## config.mk

```make
export PLATFORM = sky130hd
export DESIGN_NAME = mem_arbiter_flat
export DESIGN_NICKNAME = d
export VERILOG_FILES = /design/src/rtl/mem_arbiter_if.sv /design/src/rtl/mem_arbiter.sv /design/src/flat_wrapper.sv
export SDC_FILE = /design/constraint.sdc
export NUM_CORES = 1
export LEC_CHECK = 0
export CORE_MARGIN = 8
export CORE_UTILIZATION = 30
export CTS_CLUSTER_DIAMETER = 80
export DETAILED_ROUTE_END_ITERATION = 7
export SYNTH_ARGS = -nofsm -noshare
export SYNTH_HDL_FRONTEND = slang
export SYNTH_SLANG_ARGS = --single-unit
```

## constraint.sdc

```tcl
create_clock -name clock -period 2.6 [get_ports clock]
set_input_delay 0.39 -clock clock [delete_from_list [all_inputs] [get_ports clock]]
set_output_delay 0.39 -clock clock [all_outputs]
set_load 0.05 [all_outputs]
```

## src/rtl/mem_arbiter_if.sv

```systemverilog
`default_nettype none
//==============================================================================
// Module  : mem_arbiter_if
// Purpose : Bundles the cpu/loader request ports, clear control and RAM bus.
// Revision: 1.0
//==============================================================================
interface mem_arbiter_if #(
  parameter int AW = 8,
  parameter int DW = 16
) ();
  logic          cpu_req;
  logic          cpu_we;
  logic [AW-1:0] cpu_addr;
  logic [DW-1:0] cpu_wdata;
  logic          cpu_ack;
  logic [DW-1:0] cpu_rdata;

  logic          ldr_req;
  logic          ldr_we;
  logic [AW-1:0] ldr_addr;
  logic [DW-1:0] ldr_wdata;
  logic          ldr_ack;
  logic [DW-1:0] ldr_rdata;

  logic          clr_start;
  logic          clr_busy;

  logic          mem_en;
  logic          mem_we;
  logic [AW-1:0] mem_addr;
  logic [DW-1:0] mem_wdata;
  logic [DW-1:0] mem_rdata;

  // Environment side: requesters, clear source and the RAM itself.
  modport master (
    output cpu_req, cpu_we, cpu_addr, cpu_wdata,
    input  cpu_ack, cpu_rdata,
    output ldr_req, ldr_we, ldr_addr, ldr_wdata,
    input  ldr_ack, ldr_rdata,
    output clr_start,
    input  clr_busy,
    input  mem_en, mem_we, mem_addr, mem_wdata,
    output mem_rdata
  );

  // Arbiter side.
  modport slave (
    input  cpu_req, cpu_we, cpu_addr, cpu_wdata,
    output cpu_ack, cpu_rdata,
    input  ldr_req, ldr_we, ldr_addr, ldr_wdata,
    output ldr_ack, ldr_rdata,
    input  clr_start,
    output clr_busy,
    output mem_en, mem_we, mem_addr, mem_wdata,
    input  mem_rdata
  );
endinterface
`default_nettype wire

```

## src/rtl/mem_arbiter.sv

```systemverilog
`default_nettype none
//==============================================================================
// Module  : mem_arbiter
// Purpose : Round-robin cpu/loader arbiter for a single-port RAM with zero-fill.
// Revision: 1.0
//==============================================================================
module mem_arbiter #(
  parameter int AW    = 8,
  parameter int DW    = 16,
  parameter int DEPTH = 256
) (
  input  logic         clock,
  input  logic         reset_n,
  mem_arbiter_if.slave bus
);

  typedef enum logic [1:0] {
    IDLE   = 2'd0,
    ACCESS = 2'd1,
    DONE   = 2'd2,
    CLEAR  = 2'd3
  } state_t;

  localparam logic [AW:0] c_clr_last = (AW+1)'(DEPTH - 1);
  localparam logic [AW:0] c_clr_one  = (AW+1)'(1);

  state_t        r_state;
  state_t        w_state_nxt;
  logic          r_prio_ldr;
  logic          r_gnt_ldr;
  logic          r_we;
  logic [AW-1:0] r_addr;
  logic [DW-1:0] r_wdata;
  logic [DW-1:0] r_cpu_rdata;
  logic [DW-1:0] r_ldr_rdata;
  logic [AW:0]   r_clr_cnt;
  logic          w_any_req;
  logic          w_pick_ldr;
  logic          w_grant;
  logic          w_done_rd;

  assign w_any_req  = bus.cpu_req | bus.ldr_req;
  // r_prio_ldr set means the loader was not granted last, so it wins a tie.
  assign w_pick_ldr = bus.ldr_req & (~bus.cpu_req | r_prio_ldr);
  assign w_grant    = (r_state == IDLE) & ~bus.clr_start & w_any_req;

  always_ff @(posedge clock or negedge reset_n) begin
    if (!reset_n) r_state <= IDLE;
    else          r_state <= w_state_nxt;
  end

  always_comb begin
    w_state_nxt = r_state;
    case (r_state)
      IDLE: begin
        if (bus.clr_start)  w_state_nxt = CLEAR;
        else if (w_any_req) w_state_nxt = ACCESS;
      end
      ACCESS:  w_state_nxt = DONE;
      DONE:    w_state_nxt = IDLE;
      CLEAR:   if (r_clr_cnt == c_clr_last) w_state_nxt = IDLE;
      default: w_state_nxt = IDLE;
    endcase
  end

  always_ff @(posedge clock or negedge reset_n) begin
    if (!reset_n) begin
      r_prio_ldr  <= 1'b0;
      r_gnt_ldr   <= 1'b0;
      r_we        <= 1'b0;
      r_addr      <= '0;
      r_wdata     <= '0;
      r_cpu_rdata <= '0;
      r_ldr_rdata <= '0;
      r_clr_cnt   <= '0;
    end else begin
      if (w_grant) begin
        r_gnt_ldr  <= w_pick_ldr;
        r_prio_ldr <= ~w_pick_ldr;
        r_we       <= w_pick_ldr ? bus.ldr_we    : bus.cpu_we;
        r_addr     <= w_pick_ldr ? bus.ldr_addr  : bus.cpu_addr;
        r_wdata    <= w_pick_ldr ? bus.ldr_wdata : bus.cpu_wdata;
      end
      if (r_state == IDLE)       r_clr_cnt <= '0;
      else if (r_state == CLEAR) r_clr_cnt <= r_clr_cnt + c_clr_one;
      if (w_done_rd) begin
        if (r_gnt_ldr) r_ldr_rdata <= bus.mem_rdata;
        else           r_cpu_rdata <= bus.mem_rdata;
      end
    end
  end

  assign w_done_rd = (r_state == DONE) & ~r_we;

  // mem_rdata is the RAM's own output register; forwarding it during DONE
  // aligns read data with ack without any path from the request inputs.
  assign bus.cpu_ack   = (r_state == DONE) & ~r_gnt_ldr;
  assign bus.ldr_ack   = (r_state == DONE) &  r_gnt_ldr;
  assign bus.cpu_rdata = (w_done_rd & ~r_gnt_ldr) ? bus.mem_rdata : r_cpu_rdata;
  assign bus.ldr_rdata = (w_done_rd &  r_gnt_ldr) ? bus.mem_rdata : r_ldr_rdata;
  assign bus.clr_busy  = (r_state == CLEAR);

  assign bus.mem_en    = (r_state == ACCESS) | (r_state == CLEAR);
  assign bus.mem_we    = ((r_state == ACCESS) & r_we) | (r_state == CLEAR);
  assign bus.mem_addr  = (r_state == CLEAR) ? r_clr_cnt[AW-1:0] : r_addr;
  assign bus.mem_wdata = (r_state == CLEAR) ? '0 : r_wdata;

endmodule
`default_nettype wire

```

## src/flat_wrapper.sv

```systemverilog
// flat-port wrapper written by rule: the top's interface ports become plain ports
module mem_arbiter_flat 
#(
  parameter int AW    = 8,
  parameter int DW    = 16,
  parameter int DEPTH = 256
)
  (clock, reset_n, bus_cpu_req, bus_cpu_we, bus_cpu_addr, bus_cpu_wdata, bus_cpu_ack, bus_cpu_rdata, bus_ldr_req, bus_ldr_we, bus_ldr_addr, bus_ldr_wdata, bus_ldr_ack, bus_ldr_rdata, bus_clr_start, bus_clr_busy, bus_mem_en, bus_mem_we, bus_mem_addr, bus_mem_wdata, bus_mem_rdata);
  mem_arbiter_if #(.AW(AW), .DW(DW)) bus_i ();
  input  logic clock;
  input  logic reset_n;
  input wire logic [$bits(bus_i.cpu_req)-1:0] bus_cpu_req;
  input wire logic [$bits(bus_i.cpu_we)-1:0] bus_cpu_we;
  input wire logic [$bits(bus_i.cpu_addr)-1:0] bus_cpu_addr;
  input wire logic [$bits(bus_i.cpu_wdata)-1:0] bus_cpu_wdata;
  output wire logic [$bits(bus_i.cpu_ack)-1:0] bus_cpu_ack;
  output wire logic [$bits(bus_i.cpu_rdata)-1:0] bus_cpu_rdata;
  input wire logic [$bits(bus_i.ldr_req)-1:0] bus_ldr_req;
  input wire logic [$bits(bus_i.ldr_we)-1:0] bus_ldr_we;
  input wire logic [$bits(bus_i.ldr_addr)-1:0] bus_ldr_addr;
  input wire logic [$bits(bus_i.ldr_wdata)-1:0] bus_ldr_wdata;
  output wire logic [$bits(bus_i.ldr_ack)-1:0] bus_ldr_ack;
  output wire logic [$bits(bus_i.ldr_rdata)-1:0] bus_ldr_rdata;
  input wire logic [$bits(bus_i.clr_start)-1:0] bus_clr_start;
  output wire logic [$bits(bus_i.clr_busy)-1:0] bus_clr_busy;
  output wire logic [$bits(bus_i.mem_en)-1:0] bus_mem_en;
  output wire logic [$bits(bus_i.mem_we)-1:0] bus_mem_we;
  output wire logic [$bits(bus_i.mem_addr)-1:0] bus_mem_addr;
  output wire logic [$bits(bus_i.mem_wdata)-1:0] bus_mem_wdata;
  input wire logic [$bits(bus_i.mem_rdata)-1:0] bus_mem_rdata;
  assign bus_i.cpu_req = bus_cpu_req;
  assign bus_i.cpu_we = bus_cpu_we;
  assign bus_i.cpu_addr = bus_cpu_addr;
  assign bus_i.cpu_wdata = bus_cpu_wdata;
  assign bus_cpu_ack = bus_i.cpu_ack;
  assign bus_cpu_rdata = bus_i.cpu_rdata;
  assign bus_i.ldr_req = bus_ldr_req;
  assign bus_i.ldr_we = bus_ldr_we;
  assign bus_i.ldr_addr = bus_ldr_addr;
  assign bus_i.ldr_wdata = bus_ldr_wdata;
  assign bus_ldr_ack = bus_i.ldr_ack;
  assign bus_ldr_rdata = bus_i.ldr_rdata;
  assign bus_i.clr_start = bus_clr_start;
  assign bus_clr_busy = bus_i.clr_busy;
  assign bus_mem_en = bus_i.mem_en;
  assign bus_mem_we = bus_i.mem_we;
  assign bus_mem_addr = bus_i.mem_addr;
  assign bus_mem_wdata = bus_i.mem_wdata;
  assign bus_i.mem_rdata = bus_mem_rdata;
  mem_arbiter #(.AW(AW), .DW(DW), .DEPTH(DEPTH)) u_core (.clock(clock), .reset_n(reset_n), .bus(bus_i));
endmodule
```

==> results.txt, run 1 <==
IO Port Bufs: 131
HP Class: input port to async pin
Die Y: 121 um
Ys flop type: dfrtp_1
Largest net degree at the start of global routing: 65
Critical Path Start: u_core.r_state[0]
Critical Path Start Type: flip-flop
Most frequent cells in the layout: clkdlybuf4s50_1, dfrtp_1, buf_4, mux2_1
Final hold vios: 0
Total power after layout: 7.45 mW
R2r startpoint: u_core.r_state[1]
Antenna viol nets, final: 0
Placer Congestion: 0.762
Syn Nets: 343
Max Root-Sink Buffers: 2
Post-synth EDFFs: 0
DR iter-0 viols: 115
Register bit total from synthesis: 70
Grt ovf: 0
Max-cap check violation count: 0
Slew Limit Fails: 0
Area after DPL: 4660 um^2
First-pass GRT wire length: 15,000 um
Residual DRC: 0
Skew final: 8.64 ps
Min Tclk post-route: 2470 ps
Die width: 121 um
FF-to-FF path depth: 5
Synthesis-to-finish area growth: 49.3%
CP Data Required Time: 2210 ps
H-tree Lvls: 3
Design area: 4940 um^2
Vias after detailed routing: 2,636
CP endpoint kind: primary output
YS warnings: 0
Synth top area cells: dfrtp_1, mux2_1, a221o_1, a21boi_0, nor2b_1
Area leader, netlist: dfrtp_1
Die Area: 14,700 um^2
Worst reg2reg endpoint: u_core.r_clr_cnt[5]
Ant diodes: 0
Final nets: 477
CP max FO: 8
Detail Placement HPWL: 7180 um
Pleak: 2.18 nW
Outcome: complete, no violations
Sequential area share after synthesis: 52.9%
Starting density of the core: 30.7%
Maximum vdd ir drop: 0.894 mV
Setup repair bufs after CTS: 0
Mean Syn Cell Area: 12.4 um^2
Slew @ Worst Pin: 555 ps
Total core area: 10,800 um^2
Fraction of layout cells with a size suffix above 1: 24.3%
CTS tree: built
Tcrit/Tclk final: 94.9%
FF-to-FF setup slack: 790 ps
Placed cells: 527
Layout filler cell count: 982
All-Layer GR Usage: 13.1%
WP data arrival: 2080 ps
Post-synthesis cell type count: 38
Initial antenna violation count: 0
Post-Layout Cell Count: 544
Drt first pass iters: 4
Hold WS: 412 ps
Clock sinks: 70
Worst skew pair latency: 340 ps
CP Class: flip-flop to primary output
Relative slew slack: 62.9%
Final setup fails: 0
Top cell type's share of synthesized area: 52.9%
Vias/cell: 4.85
Fmax achieved: 405 MHz
Synth Instances: 266
Worst setup path endpoint: bus_cpu_rdata[0]
P per Cell Area: 1510 nW/um^2
# IOs: 132
TritonCTS Buffers: 9
Most common cell after layout, fill and taps aside: clkdlybuf4s50_1
WL final: 9820 um
Post-synthesis cell area: 3310 um^2
Clock slew at reported path FFs: 80 ps
Root Driver: clkbuf_8
Vias in the first global route: 2,842
Row Count: 38
Async set-reset flop share out of synthesis: 100%
WL/cell: 18.0 um
Total Neg Setup Slack: 0 ps
## per-layer routing
layer  vias to the layer above  global-route usage (%)  share of wire [%]
li1                       1240                       -                  -
met1                      1264                    16.7                 46
met2                       115                    19.7                 44
met3                        17                    4.47                8.4
met4                         0                    5.85                1.8
met5                         -                       0                  0
## stage by stage
stage,utilization (%),worst slack (ps)
3_3_place_gp,43.2,500
2_1_floorplan,-,37.1
4_1_cts,45.4,12.9
3_5_place_dp,43.2,413
5_1_grt,45.8,-0.284
6_report,45.8,133
## logic make-up (layout without fill, tap and decap cells)
| logic type | Yosys count | after routing | synth area share (%) |
|---|---|---|---|
| AO/OA/AOI/OAI | 68 | 68 | 16.6 |
| XOR/XNOR | 1 | 1 | 0.265 |
| adder cells (fa/ha/maj) | 6 | 6 | 2.27 |
| buffers and inverters | 24 | 162 | 4.04 |
| flip-flops | 70 | 70 | 52.9 |
| multiplexers | 42 | 42 | 14.2 |
| AND/OR/NAND/NOR | 55 | 55 | 9.71 |
## what timing repair did
action,4_1_cts,5_1_grt
gates resized for setup,0,11
endpoints found under the setup margin,0,30
hold buffers,1,0
endpoints found under the hold margin,6,0
## sequential cells by signal, indices dropped and copies added (netlist names), 2 cells and up
name and flops:
u_core.r_state 2, u_core.r_clr_cnt 9, u_core.r_cpu_rdata 16, u_core.r_wdata 16, u_core.r_addr 8, u_core.r_ldr_rdata 16
## worst min path at each step
stage | to | from | slack [ps]
6_report | u_core.r_cpu_rdata[15] | reset_n | 410
3_3_place_gp | u_core.r_cpu_rdata[15] | reset_n | 240
2_1_floorplan | u_core.r_addr[0] | reset_n | 90
5_1_grt | u_core.r_cpu_rdata[15] | reset_n | 420
3_5_place_dp | u_core.r_cpu_rdata[15] | reset_n | 250
4_1_cts | u_core.r_cpu_rdata[15] | reset_n | 400
## Yosys cell counts (all sizes together), types with 3 or more instances
cell type   n
dfrtp      70
mux2       41
a21boi     25
a221o      25
nor2b      21
buf        13
nand2      10
clkbuf      8
ha          6
nor2        5
o21ai       5
a21oi       4
nand2b      4
a21o        3
inv         3
## power by group
part           total [mW]  internal, mW  switching (mW)
Combinational        4.62          1.61            3.01
Clock                1.06         0.632           0.428
Sequential           1.78          1.57           0.202
Total                7.45          3.82            3.63
## worst max-delay path, stage by stage, from the launching register on
cell	delay, ps
dfrtp_1	420
inv_2	80
ha_1	160
nor2b_4	140
nor2b_4	200
buf_6	170
mux2_1	360
buf_4	200
## layout make-up
cell class | count | area, um^2 | area share [%]
Multi-Input combinational cell | 172 | 1450 | 29.2
Timing Repair Buffer | 144 | 1320 | 26.8
Clock inverter | 6 | 111 | 2.25
Clock buffer | 9 | 124 | 2.51
Inverter | 3 | 11.3 | 0.228
Tap cell | 140 | 175 | 3.54
Sequential cell | 70 | 1750 | 35.4
(Power assumes the default switching activity.)
==> run 2, diff against run 1 <==
ABC_AREA = 1   (was not set)
==> results.txt, run 2 <==
Outcome: complete, no violations
Row Count: 38
First-pass GRT wire length: 16,800 um
Vias/cell: 4.60
DR iter-0 viols: 117
Register bit total from synthesis: 70
Max-cap check violation count: 0
Most numerous cell in the Yosys netlist: nand2_1
Post-synthesis cell area: 3290 um^2
Grt ovf: 0
Placed cells: 670
H-tree Lvls: 3
Slew Limit Fails: 0
P per Cell Area: 1590 nW/um^2
Skew final: 10.4 ps
YS warnings: 0
Synth top area cells: dfrtp_1, nand2_1, nand3_1, inv_1, o21ai_0
FF-to-FF setup slack: 850 ps
All-Layer GR Usage: 14.5%
Post-synth EDFFs: 0
CP max FO: 4
Placer Congestion: 0.778
Clock sinks: 70
IO Port Bufs: 131
Fmax achieved: 412 MHz
RSZ-0062 raised after global routing: false
Maximum vdd ir drop: 0.993 mV
Max Root-Sink Buffers: 2
Tcrit/Tclk final: 93.4%
WL final: 10,400 um
Initial antenna violation count: 0
Synth Instances: 412
Worst skew pair latency: 340 ps
Top cells by count, synth: nand2_1, dfrtp_1, nand3_1
Antenna viol nets, final: 0
Post-synthesis cell type count: 24
Pleak: 2.60 nW
Min Tclk post-route: 2430 ps
Drt first pass iters: 4
Final hold vios: 0
Slew @ Worst Pin: 651 ps
Critical Path Start Type: flip-flop
Post-Layout Cell Count: 686
Ant diodes: 0
Sequential area share after synthesis: 53.2%
# IOs: 132
Clock slew at reported path FFs: 80 ps
Largest net degree at the start of global routing: 46
Residual DRC: 0
Met1 WL: 4020 um
Uppermost layer routed: met4
CP endpoint kind: primary output
CP Data Required Time: 2210 ps
TritonCTS Buffers: 9
Ys flop type: dfrtp_1
HP Class: input port to async pin
Most common cell after layout, fill and taps aside: nand2_1
Detail Placement HPWL: 7780 um
Fraction of layout cells with a size suffix above 1: 17.4%
Most frequent cells in the layout: nand2_1, clkdlybuf4s50_1, dfrtp_1, nand3_1, inv_1
Setup repair bufs after CTS: 0
Syn Nets: 489
Vias in the first global route: 3,352
DR WL met3: 1360 um
Die Y: 121 um
Async set-reset flop share out of synthesis: 100%
Area leader, netlist: dfrtp_1
Starting density of the core: 30.5%
Die Area: 14,600 um^2
Relative slew slack: 56.5%
CTS tree: built
WL/cell: 15.1 um
Total core area: 10,800 um^2
Synthesis-to-finish area growth: 63.9%
Hold-fix buffers, CTS: 0
Final setup fails: 0
Mean Syn Cell Area: 7.99 um^2
Final nets: 618
DR WL met2: 4810 um
Final Util: 50.0%
Top cell type's share of synthesized area: 53.2%
CP Class: flip-flop to primary output
WP data arrival: 2040 ps
Post-cts resize count: 14
Root Driver: clkbuf_8
Die width: 121 um
Biggest regs: u_core.r_cpu_rdata (16), u_core.r_ldr_rdata (16), u_core.r_wdata (16)
Vias after detailed routing: 3,153
-- run 2: stage by stage --
step	area (um^2)	setup WS [ps]	total power [mW]	setup TNS [ps]	hold WS (ps)
finish	5400	172	8.60	0	118
global route	5400	0.439	9.08	0	174
CTS	5400	106	8.69	0	140
detailed placement	5200	285	7.82	0	479
global placement	5200	355	7.75	0	476
floorplan	3350	-346	5.12	-5380	94.4
-- run 2: worst max-delay path: stages (launching register included) --
cell             delay [ps]
dfrtp_1                 420
inv_1                   100
ha_1                    200
nand2_1                  60
inv_1                    80
clkdlybuf4s50_1         850
-- run 2: logic make-up (layout without fill, tap and decap cells) --
| family | count (synthesis) | count (layout) | synth area share, % |
|---|---|---|---|
| buffers and inverters | 75 | 209 | 9.16 |
| AO/OA/AOI/OAI | 54 | 54 | 8.82 |
| adder cells (fa/ha/maj) | 6 | 6 | 2.28 |
| flip-flops | 70 | 70 | 53.2 |
| AND/OR/NAND/NOR | 207 | 207 | 26.6 |
-- run 2: path summary, 6_finish.rpt --
kind,startpoint,end,cells past startpoint
worst max register to register,u_core.r_state[0],u_core.r_addr[7],8
worst min-delay path,reset_n,u_core.r_cpu_rdata[11],2
max in group asynchronous,reset_n,u_core.r_wdata[5],3
min in group clock,u_core.r_prio_ldr,u_core.r_prio_ldr,2
worst min register to register,u_core.r_prio_ldr,u_core.r_prio_ldr,2
worst max-delay path,u_core.r_state[0],bus_ldr_ack,5
-- run 2: layout make-up --
class | instances | area [um^2]
multi-input cells | 267 | 1300
clock buffers | 10 | 138
flip-flops and latches | 70 | 1750
repair buffers | 138 | 1750
inverters | 55 | 206
clock inverters | 6 | 70.1
well taps | 140 | 175
fillers | 1028 | 5400
-- run 2: report_power, final --
group          leakage (nW)  total (mW)  switching [mW]  internal [mW]
sequential            0.870        1.81           0.225           1.58
combinational          1.63        5.88            3.59           2.29
clock                0.0951       0.918           0.444          0.474
total                  2.60        8.60            4.26           4.35
-- run 2: metal layers --
| metal | up-vias | global-route usage, % |
|---|---|---|
| met5 | - | 0 |
| met1 | 1467 | 15.5 |
| met3 | 13 | 8.58 |
| met2 | 108 | 23.1 |
| met4 | 0 | 5.46 |
| li1 | 1565 | - |
==> run 3, diff against run 2 <==
SKIP_LAST_GASP = 1   (was not set)
clock period = 2 ns   (was 2.6 ns; I/O delays follow)
==> results.txt, run 3 (synthesis results as in run 2) <==
Buf+Inv Stages, Crit Path: 3
WP data arrival: 1840 ps
CP max FO: 7
Design area: 6430 um^2
Relative slew slack: 74.1%
Area after DPL: 5790 um^2
Final hold vios: 0
Most common cell after layout, fill and taps aside: nand2_1
Placed cells: 672
Final Util: 59.6%
Tcrit/Tclk final: 107%
Max-cap check violation count: 0
WL/cell: 17.0 um
Worst skew pair latency: 350 ps
Row Count: 38
Fmax achieved: 468 MHz
Crit path max-delay family: buffers and inverters
Detail Placement HPWL: 7940 um
CP Class: flip-flop to primary output
WL final: 12,000 um
Final nets: 640
Setup ws final: -136 ps
Drt first pass iters: 4
Die Area: 14,600 um^2
CP Data Required Time: 1700 ps
Pleak: 2.90 nW
Crit path largest cell delay: 430 ps
Slew @ Worst Pin: 388 ps
IO Port Bufs: 131
Worst slack at placement: 105 ps
Residual DRC: 0
Outcome: complete, but fails checks
Vias/cell: 4.68
Critical Path Start Type: flip-flop
P per Cell Area: 2070 nW/um^2
RSZ-0062 raised after global routing: true
# IOs: 132
Min Tclk post-route: 2140 ps
Starting density of the core: 30.5%
Fraction of layout cells with a size suffix above 1: 32.7%
TritonCTS Buffers: 9
Skew final: 13.2 ps
Clock sinks: 70
Final setup fails: 32
DR iter-0 viols: 122
Placer Congestion: 0.810
Total core area: 10,800 um^2
First-pass GRT wire length: 17,900 um
Die Y: 121 um
Most frequent cells in the layout: nand2_1, dfrtp_1, clkdlybuf4s50_1, buf_12, nand3_1
Vias in the first global route: 3,385
Crit-path cells: ha_4 -> nand2_2 -> clkinvlp_4 -> nand2_8 -> clkbuf_16 -> nand2_1 -> o21ai_4 -> buf_12
H-tree Lvls: 3
Slew Limit Fails: 0
Initial antenna violation count: 1
CP endpoint kind: primary output
Die width: 121 um
Vias after detailed routing: 3,319
HP Class: input port to async pin
Max Root-Sink Buffers: 2
All-Layer GR Usage: 15.7%
CP max stage cell: dfrtp_1
Root Driver: clkbuf_8
Maximum vdd ir drop: 1.20 mV
Antenna viol nets, final: 0
Biggest regs: u_core.r_cpu_rdata (16), u_core.r_ldr_rdata (16), u_core.r_wdata (16)
Clock slew at reported path FFs: 80 ps
Largest net degree at the start of global routing: 69
Violated checks: negative setup slack
Grt ovf: 0
Synthesis-to-finish area growth: 95.3%
Post-Layout Cell Count: 709
CTS tree: built
run 3: changes by cell type in the layout (fill, tap and decap cells not counted), moves of 11 or more:
cell and delta:
buf_12 +23, nor2_1 -14, o21ai_4 +33, nor2_2 +11, o21ai_1 -18, nand2_1 -16
o21ai_2 -11, nand2_2 +14, dlygate4sd2_1 -13
run 3: area by class of cell:
class	instances	area (um^2)
clock inverter	6	62.6
timing repair buffer	159	2320
fill	847	4360
clock buffer	10	128
sequential	70	1750
multi-input combinational	268	1780
antenna	1	2.50
tap	140	175
inverter	55	220
run 3: power by group:
group / leakage (nW) / internal, mW / switching [mW] / total [mW]
logic: 1.94 / 4.35 / 5.43 / 9.78
clock network: 0.0883 / 0.572 / 0.571 / 1.14
registers: 0.870 / 2.06 / 0.333 / 2.39
total: 2.90 / 6.98 / 6.33 / 13.3
run 3: worst paths after layout:
path	start	to	slack (ps)	cells after the start
setup / recovery	u_core.r_state[1]	bus_ldr_rdata[3]	-140	8
hold / removal	reset_n	u_core.r_wdata[0]	300	2
setup reg to reg	u_core.r_state[0]	u_core.r_clr_cnt[7]	90	11
hold reg to reg	u_core.r_wdata[15]	u_core.r_wdata[15]	500	2
max in group asynchronous	reset_n	u_core.r_we	1130	3
min in group clock	u_core.r_wdata[15]	u_core.r_wdata[15]	500	2
run 3: layer usage:
layer | up-vias | wire, um | global-route usage, %
li1 | 1614 | - | -
met1 | 1601 | 4690 | 17.9
met2 | 82 | 6330 | 26.6
met3 | 22 | 715 | 4.34
met4 | 0 | 314 | 7.49
met5 | - | 0 | 0
run 3: per-stage QoR:
stage | total power [mW] | TNS (ps) | hold slack (ps)
6_report | 13.3 | -2900 | 303
5_1_grt | 13.9 | -5980 | 294
4_1_cts | 13.0 | -3640 | 281
3_5_place_dp | 11.4 | 0 | 112
3_3_place_gp | 11.3 | 0 | 112
2_1_floorplan | 7.29 | -1330 | 4.41
run 3: repair_timing:
item                                    CTS  global route
hold buffers                              1             0
pin swaps                                 4             7
endpoints found under the setup margin   47            70
hold endpoints to repair                  2             0
gates cloned                              4             4
resized for setup                        23            30
buffers inserted                          4             7
run 3: worst register-to-register path: cells and delay by family (launching register included):
| kind | cells | cell delay [ps] |
|---|---|---|
| AND/OR/NAND/NOR | 5 | 650 |
| adder cells (fa/ha/maj) | 1 | 350 |
| flip-flops | 1 | 370 |
| buffers and inverters | 5 | 480 |
==> RTL change 1: new RTL, config.mk and constraints of run 1 <==
`DW` is set to 16 in 3 places; all go to 32.
--- a/src/rtl/mem_arbiter_if.sv
+++ b/src/rtl/mem_arbiter_if.sv
@@ -7,5 +7,5 @@
 interface mem_arbiter_if #(
   parameter int AW = 8,
-  parameter int DW = 16
+  parameter int DW = 32
 ) ();
   logic          cpu_req;
--- a/src/rtl/mem_arbiter.sv
+++ b/src/rtl/mem_arbiter.sv
@@ -7,5 +7,5 @@
 module mem_arbiter #(
   parameter int AW    = 8,
-  parameter int DW    = 16,
+  parameter int DW    = 32,
   parameter int DEPTH = 256
 ) (
--- a/src/flat_wrapper.sv
+++ b/src/flat_wrapper.sv
@@ -3,5 +3,5 @@
 #(
   parameter int AW    = 8,
-  parameter int DW    = 16,
+  parameter int DW    = 32,
   parameter int DEPTH = 256
 )
Interface: changed (6 resized); port bits go from 132 to 228. No check against the original RTL was run, so the function may have changed too.
==> RTL change 1 against run 1 <==
Synthesized area is 60% higher. Setup slack worse by 30 ps. Sequential cell count is 48 higher. Fmax is 1.2% lower. Via count is 61% higher. Count of clock-buffer cells in the layout is 8 higher. Power is 91% higher. Wire length is 76% higher. Cell area is 73% higher.
==> RTL change 1: results <==
{
  "wl_met3_mm": 1.81,
  "synthTopCellsByArea": "dfrtp_1 (56%), mux2_2 (15%), a221o_1 (7.7%), a21boi_0 (5.8%), nor2b_1 (4.4%)",
  "viasPerCell": 4.86,
  "p_leak_nw": 3.79,
  "clock_skew_ps": 8.19,
  "synth_xor_xnor_area_share_pct": 0.165,
  "grt.met1_usage_pct": 19.2,
  "dpl.hpwl_mm": 12.4,
  "synth_compound_area_share_pct": 15.4,
  "routed-via-count": 4242,
  "p_int_mw": 7.56,
  "wl_met1_mm": 7.44,
  "top_regs": "u_core.r_cpu_rdata x32, u_core.r_ldr_rdata x32, u_core.r_wdata x32",
  "grt_max_degree": 70,
  "ys_types": 34,
  "layout.nets": 759,
  "totalWireLength_mm": 17.3,
  "vdd_ir_drop_max_uv": 906,
  "drt_iter0_markers": 134,
  "critPathMaxStageDelay_ps": 390,
  "synth_mux_area_share_pct": 15.9,
  "place_congestion": 0.736,
  "first_global_vias": 4704,
  "drive_gt1_share_pct": 37.4,
  "cts_setup_buffers": 2,
  "grtUsageTotal_pct": 15.4,
  "synthCells": 405,
  "wl_met2_mm": 7.85,
  "cts-root-buf": "clkbuf_16",
  "outcome": "complete, no violations",
  "path_clk_slew_ps": 60,
  "post_cts_resized": 3,
  "portBuffers": 227,
  "dp.cells": 833,
  "ctsHoldBuffers": 0,
  "grt_pass1_wl_mm": 26.9,
  "synth_top_cells_by_count": "dfrtp_1 (118), mux2_2 (71), a21boi_0 (41), a221o_1 (41), nor2b_1 (37)",
  "place_area_sq_um": 7600,
  "clk_latency_ps": 400,
  "seqPwrFrac_pct": 21.3,
  "top_layer": "met5",
  "max_slew_margin_pct": 50.3,
  "synth_fa_ha_area_share_pct": 1.41,
  "yosysSeqAreaShare_pct": 55.6
}
==> RTL change 1: cell types whose count changed in the layout (fill, tap and decap cells not counted), moves of 5 or more <==
cell and change:
a21boi_0 +16, a221o_1 +16, buf_12 +5, buf_4 +23
buf_6 +22, clkbuf_16 +17, clkbuf_8 -9, clkdlybuf4s50_1 +46
dfrtp_1 +48, inv_6 +7, mux2_1 -36, mux2_2 +52
mux2_4 +17, nor2b_1 +17
==> RTL change 1: area by class of cell <==
cell class / instances / area, sq um
Timing Repair Buffer: 244 / 2400
Fill cell: 1507 / 8740
Clock inverter: 15 / 215
Multi-Input combinational cell: 250 / 2270
Clock buffer: 17 / 425
Inverter: 3 / 11.3
Sequential cell: 118 / 2950
Tap cell: 225 / 282
==> RTL change 1: metrics by stage <==
stage	setup WS (ps)	total power [mW]	setup TNS, ps	util, %
finish	103	14.2	0	49.5
global route	-5.70	14.9	-14.0	49.5
CTS	0.0346	13.9	0	48.1
detailed placement	319	11.2	0	44.0
global placement	384	11.1	0	44.0
floorplan	152	8.60	0	-
==> RTL change 1: path summary, 6_finish.rpt <==
kind,cells past startpoint,to,from,slack [ps]
worst max-delay path,8,bus_cpu_rdata[27],u_core.r_state[0]$_DFFE_PN0P_,100
worst min-delay path,1,u_core.r_cpu_rdata[7]$_DFFE_PN0P_,reset_n,20
worst max register to register,7,u_core.r_addr[5]$_DFFE_PN0P_,u_core.r_state[0]$_DFFE_PN0P_,490
worst min register to register,2,u_core.r_clr_cnt[8]$_DFFE_PN0P_,u_core.r_clr_cnt[8]$_DFFE_PN0P_,470
max in group asynchronous,2,u_core.r_wdata[21]$_DFFE_PN0P_,reset_n,1780
min in group clock,2,u_core.r_clr_cnt[8]$_DFFE_PN0P_,u_core.r_clr_cnt[8]$_DFFE_PN0P_,470
==> RTL change 2: new RTL, flow settings as in run 1 <==
Made on the original files. Re-encode `state_t` (4 states) as one-hot, 4 bits wide.
--- a/src/rtl/mem_arbiter.sv
+++ b/src/rtl/mem_arbiter.sv
@@ -15,9 +15,9 @@
 );
 
-  typedef enum logic [1:0] {
-    IDLE   = 2'd0,
-    ACCESS = 2'd1,
-    DONE   = 2'd2,
-    CLEAR  = 2'd3
+  typedef enum logic [3:0] {
+    IDLE   = 4'b0001,
+    ACCESS = 4'b0010,
+    DONE   = 4'b0100,
+    CLEAR  = 4'b1000
   } state_t;
 
Function: same outputs for any inputs over 10 cycles, from zero or initial values and one cycle with reset_n low; not proved beyond that.
==> RTL change 2 against run 1 <==
The run now ends with negative setup slack left. Combinational power decreased by 18%. Cell area is 7.5% higher. Sequential cell count grew 2. First-iteration DRC count is 35% lower. Synthesized area up 1.2%. Setup slack got worse by 210 ps. Via count is 2.6% higher. Power is 15% lower. Die area rose by 1.0%. Wire length up 2.4%.
==> RTL change 2: results <==
{
  "clock_skew_ps": 11.8,
  "reg2reg_to": "u_core.r_addr[1]$_DFFE_PN0P_",
  "n_all_buffers": 142,
  "fin_util_pct": 48.8,
  "place_ws_ps": 166,
  "multi_input_area_sq_um": 1410,
  "wl_met3_microns": 519,
  "use_met2_pct": 24.9,
  "setup_viol": 32,
  "synth_top_cells_by_count": "dfrtp_1 (71), nand2_1 (33), a32oi_1 (26), o2bb2ai_1 (26), mux2_2 (22)",
  "cp.arrival_ps": 2290,
  "drt_iter0_markers": 75,
  "tightest_slew_ps": 915,
  "critPathMaxStageDelay_ps": 560,
  "syn_nets": 353,
  "violations": "negative setup slack",
  "num-fill-cells": 1003,
  "use_met3_pct": 4.58,
  "r2r_setup_slack_ps": 470,
  "drive_gt1_share_pct": 31.3,
  "fin_ws_ps": -78.5,
  "critical_path.max_fanout": 16,
  "vdd_ir_drop_max_uv": 654,
  "n_all_inverters": 6,
  "dp.cells": 539,
  "yosysSeqAreaShare_pct": 53.8,
  "p_leak_nw": 2.31,
  "grt_max_degree": 73,
  "outcome": "finished with violations"
}
## RTL change 2: cell count changes after synthesis, moves of 15 or more
cell,delta
and2_1,+15
o2bb2ai_1,+26
a221o_1,-25
nor2b_1,-21
mux2_1,-37
a21boi_0,-25
nand2_1,+23
a32oi_1,+26
mux2_2,+18
## RTL change 2: power groups by stage
stage	Clock [mW]	Combinational [mW]	Sequential, mW
floorplan	0	2.28	1.66
global placement	0	3.68	1.71
detailed placement	0	3.71	1.71
CTS	0.878	3.79	1.70
global route	0.923	3.96	1.75
finish	0.846	3.77	1.70
## RTL change 2: logic make-up (layout without fill, tap and decap cells)
kind of cell,count (synthesis),after routing,synth area share [%]
AND/OR/NAND/NOR,79,79,12.5
flip-flops,72,72,53.8
AO/OA/AOI/OAI,64,64,15.7
multiplexers,34,34,12.5
buffers and inverters,28,164,4.45
adder cells (fa/ha/maj),2,2,0.747
XOR/XNOR,1,1,0.262
